--- src/rtl/sram2axi_mo_bridge.sv ---
// rtl/sram2axi_mo_bridge.sv - SRAM-like inst/data ports to AXI bridge with multiple outstanding reads.
// Optional read-after-write address guard: SRAM2AXI_RAW_CHECK_EN.
module sram2axi_mo_bridge #(
    parameter int DATA_W   = 32,
    parameter int RD_OUTST = 2
) (
    input  logic                clk,
    input  logic                reset,

    input  logic                inst_sram_req,
    input  logic                inst_sram_wr,
    input  logic [1:0]          inst_sram_size,
    input  logic [31:0]         inst_sram_addr,
    output logic                inst_sram_addr_ok,
    output logic                inst_sram_data_ok,
    output logic [DATA_W-1:0]   inst_sram_rdata,

    input  logic                data_sram_req,
    input  logic                data_sram_wr,
    input  logic [1:0]          data_sram_size,
    input  logic [DATA_W/8-1:0] data_sram_wstrb,
    input  logic [31:0]         data_sram_addr,
    input  logic [DATA_W-1:0]   data_sram_wdata,
    output logic                data_sram_addr_ok,
    output logic                data_sram_data_ok,
    output logic [DATA_W-1:0]   data_sram_rdata,

    output logic [3:0]          arid,
    output logic [31:0]         araddr,
    output logic [7:0]          arlen,
    output logic [2:0]          arsize,
    output logic [1:0]          arburst,
    output logic [1:0]          arlock,
    output logic [3:0]          arcache,
    output logic [2:0]          arprot,
    output logic                arvalid,
    input  logic                arready,

    input  logic [3:0]          rid,
    input  logic [DATA_W-1:0]   rdata,
    input  logic [1:0]          rresp,
    input  logic                rlast,
    input  logic                rvalid,
    output logic                rready,

    output logic [3:0]          awid,
    output logic [31:0]         awaddr,
    output logic [7:0]          awlen,
    output logic [2:0]          awsize,
    output logic [1:0]          awburst,
    output logic [1:0]          awlock,
    output logic [3:0]          awcache,
    output logic [2:0]          awprot,
    output logic                awvalid,
    input  logic                awready,

    output logic [3:0]          wid,
    output logic [DATA_W-1:0]   wdata,
    output logic [DATA_W/8-1:0] wstrb,
    output logic                wlast,
    output logic                wvalid,
    input  logic                wready,

    input  logic [3:0]          bid,
    input  logic [1:0]          bresp,
    input  logic                bvalid,
    output logic                bready
);

    localparam int CNT_W = $clog2(RD_OUTST + 1);
    localparam logic [CNT_W-1:0] MAX_CNT = CNT_W'(RD_OUTST);

    typedef enum logic [1:0] {W_IDLE, W_SEND, W_RESP} wstate_t;

    wstate_t             r_wstate;
    logic                r_awvalid;
    logic                r_wvalid;
    logic [31:0]         r_aw_addr;
    logic [1:0]          r_aw_size;
    logic [DATA_W-1:0]   r_wdata;
    logic [DATA_W/8-1:0] r_wstrb;

    logic                r_ar_valid;
    logic [3:0]          r_ar_id;
    logic [31:0]         r_ar_addr;
    logic [1:0]          r_ar_size;

    logic [CNT_W-1:0]    r_inst_cnt;
    logic [CNT_W-1:0]    r_data_cnt;

    logic w_inst_raw_ok;
    logic w_data_raw_ok;
    logic w_data_wr_acc;
    logic w_data_rd_acc;
    logic w_inst_rd_acc;
    logic w_inst_ret;
    logic w_data_ret;
    logic w_inst_rd_ok;
    logic w_data_rd_ok;
    logic w_wr_done;
    logic w_unused;

`ifdef SRAM2AXI_RAW_CHECK_EN
    assign w_inst_raw_ok = (r_wstate == W_IDLE) || (inst_sram_addr[31:2] != r_aw_addr[31:2]);
    assign w_data_raw_ok = (r_wstate == W_IDLE) || (data_sram_addr[31:2] != r_aw_addr[31:2]);
`else
    assign w_inst_raw_ok = 1'b1;
    assign w_data_raw_ok = 1'b1;
`endif

    // inst_sram_wr is deliberately ignored: the inst port is read-only.
    assign w_data_wr_acc = data_sram_req && data_sram_wr && (r_wstate == W_IDLE);
    assign w_data_rd_acc = data_sram_req && !data_sram_wr && !r_ar_valid
                         && (r_data_cnt < MAX_CNT) && w_data_raw_ok;
    assign w_inst_rd_acc = inst_sram_req && !r_ar_valid && !w_data_rd_acc
                         && (r_inst_cnt < MAX_CNT) && w_inst_raw_ok;

    assign w_inst_rd_ok = rvalid && (rid == 4'd0) && (r_inst_cnt != '0);
    assign w_data_rd_ok = rvalid && (rid == 4'd1) && (r_data_cnt != '0);
    assign w_inst_ret   = w_inst_rd_ok && rlast;
    assign w_data_ret   = w_data_rd_ok && rlast;
    assign w_wr_done    = (r_wstate == W_RESP) && bvalid && (bid == 4'd1);

    assign inst_sram_addr_ok = w_inst_rd_acc;
    assign inst_sram_data_ok = w_inst_rd_ok;
    assign inst_sram_rdata   = rdata;
    assign data_sram_addr_ok = w_data_wr_acc || w_data_rd_acc;
    assign data_sram_data_ok = w_data_rd_ok || w_wr_done;
    assign data_sram_rdata   = rdata;

    assign arid    = r_ar_id;
    assign araddr  = r_ar_addr;
    assign arlen   = 8'd0;
    assign arsize  = {1'b0, r_ar_size};
    assign arburst = 2'b01;
    assign arlock  = 2'd0;
    assign arcache = 4'd0;
    assign arprot  = 3'd0;
    assign arvalid = r_ar_valid;
    assign rready  = 1'b1;

    assign awid    = 4'd1;
    assign awaddr  = r_aw_addr;
    assign awlen   = 8'd0;
    assign awsize  = {1'b0, r_aw_size};
    assign awburst = 2'b01;
    assign awlock  = 2'd0;
    assign awcache = 4'd0;
    assign awprot  = 3'd0;
    assign awvalid = r_awvalid;
    assign wid     = 4'd1;
    assign wdata   = r_wdata;
    assign wstrb   = r_wstrb;
    assign wlast   = 1'b1;
    assign wvalid  = r_wvalid;
    assign bready  = 1'b1;

    assign w_unused = &{1'b0, inst_sram_wr, rresp, bresp};

    always_ff @(posedge clk) begin
        if (reset) begin
            r_ar_valid <= 1'b0;
            r_ar_id    <= 4'd0;
            r_ar_addr  <= 32'd0;
            r_ar_size  <= 2'd0;
        end else if (w_data_rd_acc) begin
            r_ar_valid <= 1'b1;
            r_ar_id    <= 4'd1;
            r_ar_addr  <= data_sram_addr;
            r_ar_size  <= data_sram_size;
        end else if (w_inst_rd_acc) begin
            r_ar_valid <= 1'b1;
            r_ar_id    <= 4'd0;
            r_ar_addr  <= inst_sram_addr;
            r_ar_size  <= inst_sram_size;
        end else if (r_ar_valid && arready) begin
            r_ar_valid <= 1'b0;
        end
    end

    // Returns on a zero counter are stale beats and never decrement.
    always_ff @(posedge clk) begin
        if (reset) begin
            r_inst_cnt <= '0;
            r_data_cnt <= '0;
        end else begin
            case ({w_inst_rd_acc, w_inst_ret})
                2'b10:   r_inst_cnt <= r_inst_cnt + 1'b1;
                2'b01:   r_inst_cnt <= r_inst_cnt - 1'b1;
                default: r_inst_cnt <= r_inst_cnt;
            endcase
            case ({w_data_rd_acc, w_data_ret})
                2'b10:   r_data_cnt <= r_data_cnt + 1'b1;
                2'b01:   r_data_cnt <= r_data_cnt - 1'b1;
                default: r_data_cnt <= r_data_cnt;
            endcase
        end
    end

    always_ff @(posedge clk) begin
        if (reset) begin
            r_wstate  <= W_IDLE;
            r_awvalid <= 1'b0;
            r_wvalid  <= 1'b0;
            r_aw_addr <= 32'd0;
            r_aw_size <= 2'd0;
            r_wdata   <= '0;
            r_wstrb   <= '0;
        end else begin
            case (r_wstate)
                W_IDLE: begin
                    if (w_data_wr_acc) begin
                        r_wstate  <= W_SEND;
                        r_awvalid <= 1'b1;
                        r_wvalid  <= 1'b1;
                        r_aw_addr <= data_sram_addr;
                        r_aw_size <= data_sram_size;
                        r_wdata   <= data_sram_wdata;
                        r_wstrb   <= data_sram_wstrb;
                    end
                end
                W_SEND: begin
                    if (r_awvalid && awready) r_awvalid <= 1'b0;
                    if (r_wvalid && wready)   r_wvalid  <= 1'b0;
                    if ((!r_awvalid || awready) && (!r_wvalid || wready))
                        r_wstate <= W_RESP;
                end
                W_RESP: begin
                    if (w_wr_done) r_wstate <= W_IDLE;
                end
                default: r_wstate <= W_IDLE;
            endcase
        end
    end

endmodule
--- config.mk ---
export PLATFORM = sky130hd
export DESIGN_NAME = sram2axi_mo_bridge
export DESIGN_NICKNAME = d
export VERILOG_FILES = /design/src/rtl/sram2axi_mo_bridge.sv
export SDC_FILE = /design/constraint.sdc
export NUM_CORES = 1
export LEC_CHECK = 0
export CORE_AREA = 2 2 152 154
export DETAILED_ROUTE_END_ITERATION = 7
export DIE_AREA = 0 0 154 156
export MAX_ROUTING_LAYER = met4
export PLACE_DENSITY = 0.7
export SYNTH_ARGS = -nofsm -noshare
export SYNTH_HDL_FRONTEND = slang
export SYNTH_SLANG_ARGS = --single-unit
export TNS_END_PERCENT = 30
--- constraint.sdc ---
create_clock -name clk -period 3.9 [get_ports clk]
set_input_delay 0.39 -clock clk [delete_from_list [all_inputs] [get_ports clk]]
set_output_delay 0.39 -clock clk [all_outputs]
set_load 0.005 [all_outputs]
==> flow_summary_export.csv <==
group,metric,value,unit
run_status,status,"finished, final reports clean",
floorplan,core_area,22370,µm²
sta,fin_crit_sh,71.29,%
sta,fin_skew,6.871,ps
cells_and_area,area_growth,44.23,%
clock_tree,cts_num_sinks,114,
place,dp.cells,1090,
clock_tree,clk_pin_slew_worst_paths,50,ps
cells_and_area,fillers,2297,
synth,ys_types,31,
synth,synth_top_family_by_area,"buffers and inverters",
sta,maxSlewHeadroom,32.16,%
drt,drt_wl_total,16300,µm
drt,wl_per_cell,14.52,µm
synth,ys.flop_type,"dfxtp_1",
global_route,grt_pass1_vias,4733,
sta,fin_ws,1120,ps
global_route,overflow,0,
sta,max_clock_freq,359.7,MHz
cells_and_area,nNetsFinal,986,
hold_path,holdCritPathClass,"reg2reg",
cells_and_area,final_cells,1123,
synth,synth_common_cells,"nand2_1, buf_4, dfxtp_1, a21oi_1, nor2_1",
sta,rsz0062_at_grt,"false",
synth,synth_xor_area_share,0.6364,%
sta,slew_violations,0,
power,p_per_area,424.8,nW/µm²
synth,ys_seq_area_share,41.45,%
floorplan,initial_core_util,24.62,%
global_route,antenna_found_initial,1,
setup_path,crit_path_frequent_cell,"clkdlybuf4s50_1",
clock_tree,clk_latency,400,ps
cells_and_area,fin_area,7940,µm²
setup_path,start_kind,"input port",
synth,synth_warnings,0,
synth,synth-compound-area-share,17.23,%
power,p_total,3.373,mW
cells_and_area,layout-drive-gt1-share,9.558,%
clock_tree,h-tree-depth,4,
sta,hold_violations,0,
clock_tree,cts_root_buffer,"clkbuf_16",
floorplan,die_y,156,µm
synth,synth_area_leader_cell,"dfxtp_1",
clock_tree,cts_setup_buffers,0,
place,dp_hpwl,11390,µm
drt,first_pass_iters,4,
drt,drc_errors,0,
synth,netlist.area_leader.share,41.45,%
setup_path,cp.arrival,2390,ps
synth,syn_avg_cell_area,8.168,µm²
synth,synth-simple-area-share,19.77,%
clock_tree,cts-resized-gates,0,
floorplan,fp.dieW,154,µm
sta,totalNegativeSetupSlack,0,ps
power,leakagePower,2.868,nW
global_route,grt_first_pass_wirelength,25100,µm
place,gp_congestion,0.7466,
setup_path,end_kind,"output port",
synth,syn_area,5505,µm²
setup_path,worstSetupPathType,"in2out",
place,dp_slack,1129,ps
place,port_buffers,234,
clock_tree,clk_path_buf_depth,2,
drt,routed_via_density,4.256,
synth,synth-async-reset-ratio,0,%
job,max_cap_violations,0,
floorplan,rows,55,
drt,drt_iter0_markers,197,
setup_path,path_buf_inv,2,
clock_tree,ctsHoldBuffers,0,
sta,setup-violations-final,0,
floorplan,io_pins,390,
place,placed_area,7373,µm²
setup_path,crit_fanout,33,
drt,ant_nets,0,
drt,vias,4779,
floorplan,dieArea,24020,µm²
synth,synth.area.top_cells,"dfxtp_1, buf_4, nand2_1, a311oi_2, a21oi_1",
synth,synthMuxAreaShare,0,%
power,vdd_drop_max,0.2280,mV
sta,period_needed,2780,ps
synth,ys_ff_latch,114,
clock_tree,cts_tree,"built",
synth,synth_enable_flop_cells,0,
clock_tree,cts_buffers,17,
sta,worst_pin_slew,1018,ps
synth,post-synth-top-count-cell,"nand2_1",
setup_path,crit_path_cell_trace,"clkdlybuf4s50_1, or4b_4, nand2_1, clkdlybuf4s50_1",
setup_path,required,3510,ps
synth,synth_fa_ha_area_share,0.4545,%
global_route,grt_start_max_net_pins,72,
setup_path,crit_slowest_cell,"or4b_4",
setup_path,crit_family,"buffers and inverters",
synth,netlist_instances,674,
setup_path,cpPeakStageDelay,730,ps
global_route,grt_util_all_layers,13.78,%
-- path summary, 6_finish.rpt --
path / cells after the start / start / slack [ps] / to
worst min-delay path: 2 / wdata[10] / 450 / wdata[10]
worst max register to register: 5 / arvalid / 1720 / r_inst_cnt[1]
worst max-delay path: 4 / data_sram_req / 1120 / data_sram_addr_ok
worst min register to register: 2 / wdata[10] / 450 / wdata[10]
-- sequential cells by signal (all words and copies together), names as in the netlist, 2 cells and up --
signal,count
araddr,32
awaddr,32
r_inst_cnt,2
r_data_cnt,2
r_aw_size,2
wdata,32
r_ar_size,2
r_wstate,2
wstrb,4
-- layout make-up --
class | instances | area [µm²] | area share (%)
antenna | 1 | 2.502 | 0.03152
clock buffer | 20 | 456.7 | 5.752
timing repair buffer | 241 | 2392 | 30.13
multi-input combinational | 447 | 2331 | 29.36
tap | 285 | 356.6 | 4.491
sequential | 114 | 2282 | 28.74
inverter | 3 | 11.26 | 0.1418
clock inverter | 12 | 107.6 | 1.355
-- routing by layer --
metal	GRT usage, %	vias to the layer above	part of all wire [%]
met5	-	-	0
met4	5.785	0	2.2
met3	3.972	36	6.8
met2	23.28	187	49
met1	15.28	2222	42
li1	-	2334	-
-- stage by stage --
step / util [%] / hold WS (ps)
CTS: 35.49 / 453.5
global placement: 32.97 / 441.3
detailed placement: 32.97 / 446.5
finish: 35.50 / 451.3
floorplan: - / 452.7
global route: 35.50 / 468.0
-- kinds of logic after synthesis --
family	Yosys count
compound gates	119
xor+xnor	4
fa+ha+maj	2
buf+inv	165
flops	114
other cells	2
simple gates	268
-- report_power, final --
part	total (mW)	switching (mW)	internal, mW	leakage, nW
logic	0.582	0.258	0.324	1.67
registers	1.29	0.0471	1.25	0.935
clock network	1.50	0.588	0.909	0.260
-- worst min-delay path: cells and delay by family (launching register included) --
kind | cells | cell delay [ps]
AND/OR/NAND/NOR | 1 | 50
AO/OA/AOI/OAI | 1 | 50
flip-flops | 1 | 300
-- cell usage in the layout (no fill, tap or decap), types with 3 or more instances in the layout --
master / count
clkbuf_16: 17
a311oi_2: 34
buf_4: 8
clkdlybuf4s50_1: 233
nor2_1: 41
clkinv_2: 3
o21ai_0: 5
clkinvlp_4: 6
nand2_1: 211
inv_1: 3
nor2b_1: 3
dfxtp_1: 114
a21oi_1: 75
conb_1: 54
Note: power is estimated with default switching activity, not from simulation.
